--- src/rtl/gray_run_ctrl.sv ---
// Run/step/stop sequencer for gray_Nbits: turns raw button levels into a prescaled
// or single-step clk_en stream and halts automatically when the counter reaches a binary target.
module gray_run_ctrl #(
  parameter int N        = 4,
  parameter int PRESCALE = 5
) (
  input  logic         clk,
  input  logic         rst,
  input  logic         btn_start,
  input  logic         btn_stop,
  input  logic         btn_step,
  input  logic [N-1:0] gray_in,
  input  logic         target_en,
  input  logic [N-1:0] target,
  output logic         clk_en,
  output logic         running,
  output logic         done
);

  localparam int CNT_W = (PRESCALE > 2) ? $clog2(PRESCALE) : 1;
  localparam logic [CNT_W-1:0] CNT_LAST = CNT_W'(PRESCALE - 1);

  localparam int B_STEP  = 0;
  localparam int B_START = 1;
  localparam int B_STOP  = 2;

  typedef enum logic [1:0] {
    ST_IDLE = 2'd0,
    ST_RUN  = 2'd1,
    ST_DONE = 2'd2
  } state_t;

  logic [2:0]       btn_raw;
  logic [2:0]       sync1_q, sync2_q, prev_q;
  logic [2:0]       pulse;
  logic             stop_cmd, start_cmd, step_cmd;
  logic             match;
  state_t           state_q, state_d;
  logic [CNT_W-1:0] cnt_q, cnt_d;
  logic             clk_en_q, clk_en_d;

  function automatic logic [N-1:0] gray2bin(input logic [N-1:0] g);
    logic [N-1:0] b;
    b[N-1] = g[N-1];
    for (int i = N - 2; i >= 0; i--) begin
      b[i] = b[i+1] ^ g[i];
    end
    return b;
  endfunction

  assign btn_raw = {btn_stop, btn_start, btn_step};

  // Two-flop synchronizer plus an edge register gives one pulse per press.
  // NOTE: sequential state always uses non-blocking (<=) so every flop samples pre-edge values.
  always_ff @(posedge clk or negedge rst) begin
    if (!rst) begin
      sync1_q <= '0;
      sync2_q <= '0;
      prev_q  <= '0;
    end else begin
      sync1_q <= btn_raw;
      sync2_q <= sync1_q;
      prev_q  <= sync2_q;
    end
  end

  assign pulse = sync2_q & ~prev_q;

  // Only the highest-priority command present acts: stop > start > step.
  assign stop_cmd  = pulse[B_STOP];
  assign start_cmd = pulse[B_START] & ~pulse[B_STOP];
  assign step_cmd  = pulse[B_STEP] & ~pulse[B_START] & ~pulse[B_STOP];

  assign match = target_en && (gray2bin(gray_in) == target);

  always_ff @(posedge clk or negedge rst) begin
    if (!rst) begin
      state_q  <= ST_IDLE;
      cnt_q    <= '0;
      clk_en_q <= 1'b0;
    end else begin
      state_q  <= state_d;
      cnt_q    <= cnt_d;
      clk_en_q <= clk_en_d;
    end
  end

  // NOTE: every signal written here gets a default first, so no path can infer a latch.
  always_comb begin
    state_d  = state_q;
    cnt_d    = cnt_q;
    clk_en_d = 1'b0;
    unique case (state_q)
      ST_IDLE: begin
        cnt_d = '0;
        if (start_cmd) begin
          state_d = ST_RUN;
        end else if (step_cmd) begin
          clk_en_d = 1'b1;
        end
      end
      ST_RUN: begin
        if (stop_cmd) begin
          state_d = ST_IDLE;
          cnt_d   = '0;
        end else if (match) begin
          state_d = ST_DONE;
          cnt_d   = '0;
        end else if (cnt_q == CNT_LAST) begin
          cnt_d    = '0;
          clk_en_d = 1'b1;
        end else begin
          cnt_d = cnt_q + CNT_W'(1);
        end
      end
      ST_DONE: begin
        cnt_d = '0;
        if (stop_cmd || start_cmd) begin
          state_d = ST_IDLE;
        end
      end
      default: begin
        state_d = ST_IDLE;
        cnt_d   = '0;
      end
    endcase
  end

  assign clk_en  = clk_en_q;
  assign running = (state_q == ST_RUN);
  assign done    = (state_q == ST_DONE);

endmodule
--- config.mk ---
export PLATFORM = sky130hd
export DESIGN_NAME = gray_run_ctrl
export DESIGN_NICKNAME = d
export VERILOG_FILES = /design/src/rtl/gray_run_ctrl.sv
export SDC_FILE = /design/constraint.sdc
export NUM_CORES = 1
export LEC_CHECK = 0
export ABC_CLOCK_PERIOD_IN_PS = 1300
export CORE_UTILIZATION = 45
export DETAILED_ROUTE_END_ITERATION = 6
export GPL_ROUTABILITY_DRIVEN = 0
export PLACE_DENSITY = 0.75
export SLEW_MARGIN = 25
export SYNTH_ARGS = -nofsm -noshare
export SYNTH_HDL_FRONTEND = slang
export SYNTH_SLANG_ARGS = --single-unit
export TNS_END_PERCENT = 20
--- constraint.sdc ---
create_clock -name clk -period 1.3 [get_ports clk]
set_input_delay 0.195 -clock clk [delete_from_list [all_inputs] [get_ports clk]]
set_output_delay 0.195 -clock clk [all_outputs]
set_load 0.1 [all_outputs]
After elaboration in Yosys (flattened, before gate mapping)
Index checks and enable logic that the tools add are counted.

word-level totals
  word-level logic and storage cells = 43
  input bits = 14
  output and inout port bits = 3
  bits in registers = 15
  bits in latches = 0
  memory bits (writable) = 0
  memories kept = 0
  ROM bits = 0

operators by class
  multipliers = 0
  add/subtract/negate cells = 1
  reduce and logical (&&, ||, !) cells = 4
  eq/ne operators = 7
  $lt $le $gt $ge = 0
  muxes and demuxes = 15
  bitwise operators = 10
  shifts and indexed selects = 0
  divide/modulo/power cells = 0

operator list
  cell                                                                    count
  3-bit two-way mux                                                       4
  2-bit two-way mux                                                       4
  2-bit case mux with 3 select lines                                      1
  1-bit two-way mux                                                       5
  4-bit equality test                                                     1
  3-bit by 1-bit adder with 3-bit output (second input constant)          1
  1-bit bitwise AND                                                       3
  3-bit bitwise AND                                                       1
  3-bit equality test (second input constant)                             1
  3-bit by 1-bit != test with 1-bit output (second input constant)        1
  3-bit NOT                                                               1
  3-bit AND reduction                                                     1
  1-bit bitwise XOR                                                       3
  2-bit by 1-bit equality test with 1-bit output (second input constant)  1
  2-bit equality test (second input constant)                             1
  2-bit zero test                                                         1
  2-bit by 1-bit != test with 1-bit output (second input constant)        1
  2-bit != test (second input constant)                                   1
  1-bit NOT                                                               2
  1-bit case mux with 2 select lines                                      1
  1-bit logical AND                                                       1
  1-bit logical OR                                                        1

Longest topological paths before layout
  depth after elaboration = 8
  gate-level depth with buffers = 6
  gate-level depth less buffers = 6

Least setup slack after synthesis
OpenSTA, ideal clock, no wires.

  kind = reg-to-reg
  from = register state_q[1]
  to = register cnt_q[2]
  cell stages (with the launch flop) = 4
  arrival time = 2275 ps
  library setup time = 88 ps
  data required time = 1212 ps
  setup slack = -1064 ps
  clock period less this slack = 2364 ps
  buffers on the path = 0
  cells stage by stage = dfrtp_1 > nor2b_1 > nor2b_1 > nor3b_1

on the way
  cells in the longest elaborated chain, start to end = 2

RTL lines
  what                                            line  RTL
  start, declared                                 38    state_t state_q, state_d;
  start signal, assigned                          82    state_q <= state_d;
  2-bit by 1-bit equality test with 1-bit output  -
  net running                                     16    output logic running,
  3-bit two-way mux                               93    unique case (state_q)
  net cnt_d[2]                                    39    logic [CNT_W-1:0] cnt_q, cnt_d;
  end signal, assigned                            83    cnt_q <= cnt_d;
  end, declared                                   39

The timed path passes the listed nets, and every way through them passes these cells.
A chain may end at the register's enable or synchronous reset.

Worst setup path in the final report
  from = input port gray_in[2]
  to = register state_q[1]

on the way
  cells in the longest elaborated chain, start to end = 7

RTL lines
  what                                                         line  RTL
  start, declared                                              12    input logic [N-1:0] gray_in,
  1-bit bitwise XOR *                                          46    b[i] = b[i+1] ^ g[i];
  1-bit bitwise XOR (2 in series)                              46
  4-bit equality test *                                        74    assign match = target_en && (gray2bin(gray_in) == target);
  1-bit logical AND *                                          74
  3-bit by 1-bit != test with 1-bit output (no source line) *  -
  3-bit AND reduction (no source line) *                       -

Every way passes the cells marked *; elsewhere a longest branch is shown, timed or not.

==> flow_summary.yaml <==
logic_synthesis:
  ys_seq_area_share_pct: 58.3
  synth_area_um2: 644
  yosys.area.top_type: "dfrtp_1"
  synth.avg_cell_area_um2: 12.4
  yosysTopAreaCellShare_pct: 58.3
  synth_cell_type_count: 22
  yosys-top-cells-area: "dfrtp_1 58%, ha_1 3.9%, nor2b_1 3.9%"
  ys_seq_elements: 15
  synthArstFlopShare_pct: 100
  synth_edf_count: 0
  yosysMostFrequentCell: "dfrtp_1"
  synth_commonest_cells: "15 x dfrtp_1, 4 x inv_1, 4 x nand2_1, 4 x nor2_1, 4 x nor2b_1"
  synth_nets: 68
  yosys_warnings: 0
  synthFlopType: "dfrtp_1"
  netlist_instances: 52
pwr:
  power.internal_uw: 752
  p_sw_share_pct: 27.2
  ir_drop_mv: 0.678
  p_per_area_nw_per_um2: 1050
  sequentialPowerShare_pct: 50.3
  p_leak_nw: 0.447
  power_switching_uw: 281
  p_clk_share_pct: 23.5
  combPwrFrac_pct: 26.2
routing:
  drt_iter0_markers: 8
  route.detailed.drc: 0
  avgRoutedWirePerCell_um: 11.7
  vias: 455
  ant_nets: 0
  routed_wl_um: 1100
  drtPass1Iterations: 3
  viasPerCell: 4.84
layout:
  drive_gt1_share_pct: 31.6
  utilization_pct: 74.3
  fillers: 79
  finalNetCount: 96
  insertedDiodeCount: 0
  multi_input_area_um2: 303
  seqCellArea_um2: 378
  synthToLayoutAreaGrowth_pct: 51.8
setup_path:
  arrival_ns: 1.57
  start_kind: "input port"
  cp-startpoint: "gray_in[2]"
  slowest_stage: "xor3_1"
  critical_path_class: "in -> reg"
  cp_max_fo: 5
  cp_slowest_stage_delay_ns: 0.41
  cp_top_family: "compound AO/OA/AOI/OAI gates"
  path_cells: "buf_6 > xor3_1 > or3_4 > a211oi_4 > o2bb2ai_1"
  required_ns: 1.48
  crit_path_end_kind: "flip-flop"
  timing.rr.start: "cnt_q[0]$_DFF_PN0_"
  path_buf_inv: 1
timing:
  hold_slack_ns: 0.228
  finalClockSkew_ns: 0.00370
  setup_viol: 7
  worst_pin_slew_ns: 0.313
  fmax_ghz: 0.724
  setup_ws_ns: -0.0809
  fin_crit_sh_pct: 106
  rsz0062_at_grt: "true"
  finalHoldViolCount: 0
  slew_headroom_pct: 79.1
  fin_crit_ns: 1.38
  slew_violations: 0
  fin_tns_setup_ns: -0.325
cts:
  clkTransAtPathRegs_ns: 0.08
  numCtsBuffers: 3
  clkLatencyLatePin_ns: 0.26
  cts_tree: "built"
  cts_buffer_depth: 2
  htreeDepth: 1
  clock-root-buffer: "clkbuf_4"
  cts.sinks: 15
  holdBufCountCts: 0
placement:
  hpwl_um: 803
  place.port_buffers: 16
grt:
  grt_max_degree: 16
  gr-usage-met2_pct: 23.4
  grt_use_met1_pct: 20.3
  first_global_vias: 407
  grt.overflow.total: 0
  track_usage_pct: 15.0
  met3_usage_pct: 2.27
  antenna_found_initial: 0
  grt_pass1_wl_um: 1570
  grt.busiest_layer: "met2"
floorplan:
  coreArea_um2: 1320
  die_area_um2: 1590
  fp.dieW_um: 39.8
  start_util_pct: 48.9
  rows: 13
  pin_count: 17
  die_h_um: 39.8
outcome:
  violations: "negative setup slack"
  status: "finished, violations left"
flow_run:
  cap_violations: 0
worst_hold_path:
  hp-class: "in -> async"
==> cell usage in the layout, fill, tap and decap left out, drive strengths merged <==
cell / count
or3: 1
nand3: 3
nor4: 1
xor3: 1
o21ai: 1
nor4b: 1
nor2: 4
a2111oi: 1
xor2: 1
a21oi: 1
o2bb2ai: 1
a211oi: 1
ha: 2
nand4b: 1
clkdlybuf4s50: 7
dlymetal6s2s: 1
dfrtp: 15
and2: 1
inv: 4
clkbuf: 4
nor2b: 4
mux2i: 2
xnor2: 1
nor3b: 1
buf: 12
dlygate4sd2: 3
nand2: 4
==> layer usage <==
| layer | share of wire [%] | up-vias | wire length, um |
|---|---|---|---|
| li1 | - | 228 | - |
| met1 | 47 | 212 | 515 |
| met2 | 47 | 13 | 523 |
| met3 | 4.9 | 2 | 54 |
| met4 | 0.64 | 0 | 7 |
| met5 | 0 | - | 0 |
==> sequential cells by signal, indices dropped and copies added (netlist names) <==
name / count
prev_q: 3
cnt_q: 3
clk_en: 1
sync2_q: 3
sync1_q: 3
state_q: 2
==> final timing paths <==
path / end / slack, ns / cells after the start
setup / recovery: state_q[1]$_DFFE_PN0P_ / -0.08 / 5
max in group asynchronous: state_q[1]$_DFFE_PN0P_ / 0.89 / 2
hold / removal: sync2_q[1]$_DFF_PN0_ / 0.23 / 2
hold reg to reg: sync2_q[1]$_DFF_PN0_ / 0.36 / 0
min in group clk: sync2_q[1]$_DFF_PN0_ / 0.36 / 0
setup reg to reg: clk_en$_DFF_PN0_ / 0.10 / 6
==> power groups by stage <==
stage | combinational (mW) | clock (mW) | sequential (mW)
floorplan | 0.127 | 0 | 0.532
global route | 0.291 | 0.282 | 0.523
detailed placement | 0.253 | 0 | 0.524
global placement | 0.250 | 0 | 0.522
CTS | 0.259 | 0.252 | 0.515
finish | 0.270 | 0.243 | 0.519
==> metrics by stage <==
step	power [mW]	setup slack, ns	std cells	area, um^2
final	1.03	-0.0809	94	978
after global routing	1.10	-0.107	94	978
after CTS	1.03	-0.0926	94	940
after detailed placement	0.777	-0.721	89	908
after global placement	0.772	-0.707	89	908
after floorplan	0.659	-0.190	52	654
==> kinds of logic (layout without fill, tap and decap cells) <==
group	after synthesis	count (layout)	synth area share (%)
AOI/OAI and AO/OA	5	5	7.57
xor gates and xnor gates	3	3	6.41
adders and majority gates	2	2	3.88
buffers and inverters	4	31	2.33
DFF	15	15	58.3
muxes	2	2	3.11
and+or+nand+nor	21	21	18.4
==> what timing repair did <==
action,in CTS,in global routing
endpoints found under the hold margin,0,0
resized for setup,13,9
pin swaps,5,5
setup buffers,1,0
endpoints found under the setup margin,7,8
gates cloned,0,0
==> layout make-up <==
class,count,share of cell area [%]
timing repair buffer,23,24.3
tap,15,1.92
clock buffer,4,2.69
inverter,4,1.53
sequential,15,38.6
multi-input combinational,33,30.9
(Power assumes the default switching activity.)
